<file path="src/rtl/regdec_pkg.sv">
// Shared defaults and helpers for the register-file write decoder.
// Optional feature macro used by the decoder: REGDEC_ZERO_REG_EN (hardwired-zero register 0).
package regdec_pkg;

    localparam int ADDR_W_DEF = 4;
    localparam int CNT_W_DEF  = 8;
    localparam int DEPTH_DEF  = 1 << ADDR_W_DEF;

    function automatic int psel_w(input int n);
        return (n <= 1) ? 1 : $clog2(n);
    endfunction

    function automatic logic [DEPTH_DEF-1:0] onehot(input logic [ADDR_W_DEF-1:0] addr);
        logic [DEPTH_DEF-1:0] v;
        v       = {DEPTH_DEF{1'b0}};
        v[addr] = 1'b1;
        return v;
    endfunction

endpackage

</file>
<file path="src/rtl/regdec_port_onehot.sv">
// Combinational per-port address to one-hot converter; all zero when the port is idle.
module regdec_port_onehot
    import regdec_pkg::*;
#(
    parameter int ADDR_W = ADDR_W_DEF
) (
    input  logic                     valid,
    input  logic [ADDR_W-1:0]        addr,
    output logic [(1 << ADDR_W)-1:0] oh
);

    localparam int DEPTH = 1 << ADDR_W;

    generate
        if (ADDR_W == ADDR_W_DEF) begin : g_pkg
            assign oh = valid ? onehot(addr) : {DEPTH{1'b0}};
        end else begin : g_generic
            // Non-default widths compare against every register index directly.
            always_comb begin
                oh = {DEPTH{1'b0}};
                for (int r = 0; r < DEPTH; r++) begin
                    oh[r] = valid & (addr == ADDR_W'(r));
                end
            end
        end
    endgenerate

endmodule

</file>
<file path="src/rtl/regfile_wr_decoder.sv">
// Registered multi-port write-address decoder with lowest-port-wins conflict resolution.
// Define REGDEC_ZERO_REG_EN to make register 0 a hardwired zero (writes to it are discarded).
module regfile_wr_decoder
    import regdec_pkg::*;
#(
    parameter int ADDR_W    = ADDR_W_DEF,
    parameter int NUM_PORTS = 2,
    parameter int CNT_W     = CNT_W_DEF
) (
    input  logic                                              clk,
    input  logic                                              rst_n,
    input  logic [NUM_PORTS-1:0]                              wr_valid_i,
    input  logic [NUM_PORTS*ADDR_W-1:0]                       wr_addr_i,
    input  logic                                              stall_i,
    input  logic                                              cnt_clr_i,
    output logic [(1 << ADDR_W)-1:0]                          we_onehot_o,
    output logic [(1 << ADDR_W)*psel_w(NUM_PORTS)-1:0]        port_sel_o,
    output logic                                              out_valid_o,
    output logic                                              conflict_o,
    output logic [CNT_W-1:0]                                  conflict_cnt_o
);

    localparam int DEPTH  = 1 << ADDR_W;
    localparam int PSEL_W = psel_w(NUM_PORTS);

`ifdef REGDEC_ZERO_REG_EN
    localparam logic ZERO_REG = 1'b1;
`else
    localparam logic ZERO_REG = 1'b0;
`endif

    logic [ADDR_W-1:0]       addr_s    [NUM_PORTS];
    logic [NUM_PORTS-1:0]    valid_s;
    logic [DEPTH-1:0]        port_oh_s [NUM_PORTS];
    logic [DEPTH-1:0]        we_s;
    logic [DEPTH*PSEL_W-1:0] psel_s;
    logic                    conflict_s;

    logic [DEPTH-1:0]        we_r;
    logic [DEPTH*PSEL_W-1:0] psel_r;
    logic                    out_valid_r;
    logic                    conflict_r;
    logic [CNT_W-1:0]        cnt_r;

    // Per-port address slicing and zero-register masking ahead of decode.
    always_comb begin
        for (int p = 0; p < NUM_PORTS; p++) begin
            addr_s[p]  = wr_addr_i[p*ADDR_W +: ADDR_W];
            valid_s[p] = wr_valid_i[p] & ~(ZERO_REG & (addr_s[p] == {ADDR_W{1'b0}}));
        end
    end

    generate
        for (genvar gp = 0; gp < NUM_PORTS; gp++) begin : g_port
            regdec_port_onehot #(.ADDR_W(ADDR_W)) u_oh (
                .valid (valid_s[gp]),
                .addr  (addr_s[gp]),
                .oh    (port_oh_s[gp])
            );
        end
    endgenerate

    // Merge per-port one-hots; walking ports high to low leaves the lowest hitting port selected.
    always_comb begin
        we_s   = {DEPTH{1'b0}};
        psel_s = {(DEPTH*PSEL_W){1'b0}};
        for (int r = 0; r < DEPTH; r++) begin
            for (int p = NUM_PORTS - 1; p >= 0; p--) begin
                we_s[r] = we_s[r] | port_oh_s[p][r];
                psel_s[r*PSEL_W +: PSEL_W] = port_oh_s[p][r] ? PSEL_W'(p)
                                                            : psel_s[r*PSEL_W +: PSEL_W];
            end
        end
    end

    // Any pair of surviving ports sharing a full-width address is a conflict.
    always_comb begin
        conflict_s = 1'b0;
        for (int p = 0; p < NUM_PORTS; p++) begin
            for (int q = p + 1; q < NUM_PORTS; q++) begin
                conflict_s = conflict_s | (valid_s[p] & valid_s[q] & (addr_s[p] == addr_s[q]));
            end
        end
    end

    // Output stage; a stall freezes every decode output and drops the sampled request.
    always_ff @(posedge clk or negedge rst_n) begin
        if (!rst_n) begin
            we_r        <= {DEPTH{1'b0}};
            psel_r      <= {(DEPTH*PSEL_W){1'b0}};
            out_valid_r <= 1'b0;
            conflict_r  <= 1'b0;
        end else if (!stall_i) begin
            we_r        <= we_s;
            psel_r      <= psel_s;
            out_valid_r <= |we_s;
            conflict_r  <= conflict_s;
        end
    end

    // Saturating conflict counter; clear wins over an increment and works during stall.
    always_ff @(posedge clk or negedge rst_n) begin
        if (!rst_n) begin
            cnt_r <= {CNT_W{1'b0}};
        end else if (cnt_clr_i) begin
            cnt_r <= {CNT_W{1'b0}};
        end else if (!stall_i && conflict_s && (cnt_r != {CNT_W{1'b1}})) begin
            cnt_r <= cnt_r + {{(CNT_W-1){1'b0}}, 1'b1};
        end
    end

    assign we_onehot_o    = we_r;
    assign port_sel_o     = psel_r;
    assign out_valid_o    = out_valid_r;
    assign conflict_o     = conflict_r;
    assign conflict_cnt_o = cnt_r;

endmodule
</file>
<file path="config.mk">
export PLATFORM = sky130hd
export DESIGN_NAME = regfile_wr_decoder
export DESIGN_NICKNAME = d
export VERILOG_FILES = /design/src/rtl/regdec_pkg.sv /design/src/rtl/regdec_port_onehot.sv /design/src/rtl/regfile_wr_decoder.sv
export SDC_FILE = /design/constraint.sdc
export NUM_CORES = 1
export LEC_CHECK = 0
export BUFFER_PORTS_ARGS = -buffer_cell sky130_fd_sc_hd__buf_2
export CAP_MARGIN = 30
export CELL_PAD_IN_SITES_DETAIL_PLACEMENT = 0
export CELL_PAD_IN_SITES_GLOBAL_PLACEMENT = 1
export CORE_MARGIN = 4
export CORE_UTILIZATION = 37
export DETAILED_ROUTE_END_ITERATION = 7
export GPL_TIMING_DRIVEN = 0
export PLACE_DENSITY_LB_ADDON = 0.1
export SLEW_MARGIN = 0
export SYNTH_ARGS = -nofsm -noshare
export SYNTH_HDL_FRONTEND = slang
export SYNTH_SLANG_ARGS = --single-unit
</file>
<file path="constraint.sdc">
create_clock -name clk -period 2.35 [get_ports clk]
set_input_delay 0.3525 -clock clk [delete_from_list [all_inputs] [get_ports clk]]
set_output_delay 0.3525 -clock clk [all_outputs]
set_load 0.005 [all_outputs]
</file>
==> run metrics <==
vias in the first global route=1,966; # placed instances=370; Syn. warnings=0; Design Area, Final=2680 µm²; fillers=638; Clk pwr share=31.5%; site row count=28; Syn Std Cell Area=2260 µm²; largest net degree at the start of global routing=43; Mapped Cells=245; CP peak stage delay=470 ps; critical path, cell by cell=ha_1 > and4_4 > buf_6 > nor4b_1 > mux2_2; Yosys top cell area share=46.5%; setup tns final=0 ps; crit path DAT=2000 ps; Flop pwr share=54.8%; worst-case clock buffer depth=2; Fin. Hold Viols=0; DP HPWL=4400 µm; overflow left after global routing=0; clk_lat worst skew=290 ps; final setup fails=0; Initial Utilization=38.1%; Async SR Flop Fraction=100%; fraction of layout cells with a size suffix above 1=27.2%; main combinational cell family by area after synthesis=simple AND/OR/NAND/NOR gates; area grow syn2layout=18.6%; DR vias=1,953; drt pass-1 iters=4; ys flop type=dfrtp_1; # H-tree levels=2; Post-Synth Simple-Gate Area=24.5%; core area=5920 µm²; Fmax achieved=551 MHz; count leader, synth=dfrtp_1; initial antenna violation count=0; VDD IR-drop max=244 µV; antenna diode count=0; Max Cap Violations=0; Top delay family on crit path=flip-flops; Final min period=1810 ps; Area contributors post-synth=dfrtp_1, nand2_1, mux2_2; Distinct cells, synth=44; DR WL/cell=15.9 µm; Internal Power=1.01 mW; Num CTS Buffers=5; IO Port Bufs=50; post-synthesis mux area share=4.99%; Req. time, crit path=2530 ps; Post-Synth Adder-Cell Area=0.554%; CTS resizes=0; Post-DP Area=2600 µm²; WS Path Type=flop to flop; Commonest cells post-synth=dfrtp_1, nand2_1, nor2_1; worst hold slack=195 ps; count of pins over their slew limit=0; first-pass GRT wire length=10,100 µm; critical path endpoint category=flop; Post-Syn Nets=260; measured slew at the worst slew-check pin=920 ps; leakage=1.25 nW; drt total wl=5990 µm; Worst Slack Setup Final=537 ps; post-synthesis compound-gate area fraction=16.1%; DRC viols=0; Net Switching=0.359 mW; critical path peak fanout=10; register area share after synthesis=46.5%; nets@finish=317; CP startpoint kind=flop; sw frac=26.1%; Reg2Reg Setup Slack=540 ps; clock sinks=42; crit path buf inv count=1; pre-CTS setup slack=395 ps; WP depth=5; Final Core Density=45.2%; power per cell area=512 nW/µm²; Layout Cells excl Fill=377; largest area contributor in the netlist=dfrtp_1; Syn Area/Cell=9.22 µm²; worst reg2reg path endpoint=conflict_cnt_o[2]; RSZ-0062 raised after global routing=no; Reg clk slew, reported paths=70 ps; post-CTS setup buffers=0; GRT Util Overall=17.3%; min-delay worst type=input port to asynchronous set/reset pin; Vias/cell=5.18; XOR/XNOR Fraction of Synth Area=2.22%; status=finished clean; Iter 0 DRT Violations=83; EDFF count, synth=0; die height=86.1 µm; RePlAce Congestion=0.825; Power, Total=1.37 mW; Worst Reg-to-Reg Cells=5; Logic pwr share=13.7%; Max Clock Skew=1.77 ps; Worst slew margin=38.6%; CP max-delay cell=dfrtp_1; Die Wd=86.1 µm; Post-DRT Antenna Nets=0; number of placed I/O pins=56; final worst path period share=77.2%; TritonCTS clock tree=done; #FFs+latches synth=42; Total Die Area=7420 µm²; Root Buffer=clkbuf_8; RR Startpoint=conflict_cnt_o[0]; hold buffer count at cts=0
[layout make-up]
cell class / instances / area, µm² / area share, %
multi-input combinational: 182 / 1090 / 40.7
tap: 75 / 93.8 / 3.50
buffer: 18 / 105 / 3.92
inverter: 3 / 11.3 / 0.420
timing repair buffer: 50 / 250 / 9.34
sequential: 42 / 1050 / 39.2
clock buffer: 7 / 76.3 / 2.85
[logic make-up (layout without fill, tap and decap cells)]
| kind of cell | Yosys count | in the layout |
|---|---|---|
| AO/OA/AOI/OAI | 55 | 55 |
| XOR/XNOR | 4 | 4 |
| adder cells (fa/ha/maj) | 1 | 1 |
| buffers and inverters | 21 | 78 |
| flip-flops | 42 | 42 |
| multiplexers | 10 | 10 |
| AND/OR/NAND/NOR | 112 | 112 |
[placed cells by master, fill, tap and decap left out, types with 2 or more instances in the layout]
master / n
buf_2: 55
dfrtp_1: 42
nand2_1: 35
nor2_1: 29
o21ai_0: 17
o41ai_1: 11
mux2_2: 10
clkbuf_1: 10
a21oi_1: 10
nand3_1: 9
nor2b_1: 8
nand2b_1: 6
nor4_1: 5
clkbuf_8: 5
buf_6: 4
nand3b_1: 4
o31ai_1: 4
o22ai_1: 3
nor3_1: 3
or3b_2: 2
xnor2_1: 2
xnor2_2: 2
nand4_1: 2
inv_1: 2
a31oi_1: 2
[sequential cells by signal (all words and copies together), names as in the netlist]
signal          count
conflict_cnt_o      8
conflict_o          1
out_valid_o         1
port_sel_o         16
we_onehot_o        16
[worst max path at each step]
| stage | start | endpoint |
|---|---|---|
| after global placement | wr_addr_i[7] | out_valid_o |
| after floorplan | conflict_cnt_o[0] | conflict_cnt_o[2] |
| after CTS | conflict_cnt_o[0] | conflict_cnt_o[2] |
| after global routing | conflict_cnt_o[0] | conflict_cnt_o[6] |
| after detailed placement | wr_addr_i[7] | out_valid_o |
| final | conflict_cnt_o[0] | conflict_cnt_o[2] |
[routing by layer]
metal / track usage [%] / routed length [µm]
met3: 3.55 / 287
met2: 27.3 / 2770
met1: 24.0 / 2860
met4: 4.75 / 71
met5: 0 / 0
[power groups by stage]
stage	sequential (mW)	combinational (mW)	clock, mW
global placement	0.766	0.189	0
floorplan	0.769	0.105	0
detailed placement	0.767	0.191	0
global route	0.755	0.212	0.478
CTS	0.752	0.191	0.451
finish	0.752	0.188	0.432
[worst register-to-register path, delay by kind of cell, from the launching register on]
| family | cells | cell delay (ps) |
|---|---|---|
| adders and majority gates | 1 | 280 |
| buffers and inverters | 1 | 130 |
| DFF | 1 | 470 |
| muxes | 1 | 370 |
| and+or+nand+nor | 2 | 460 |
No activity file was read; power rests on OpenSTA's default activity.
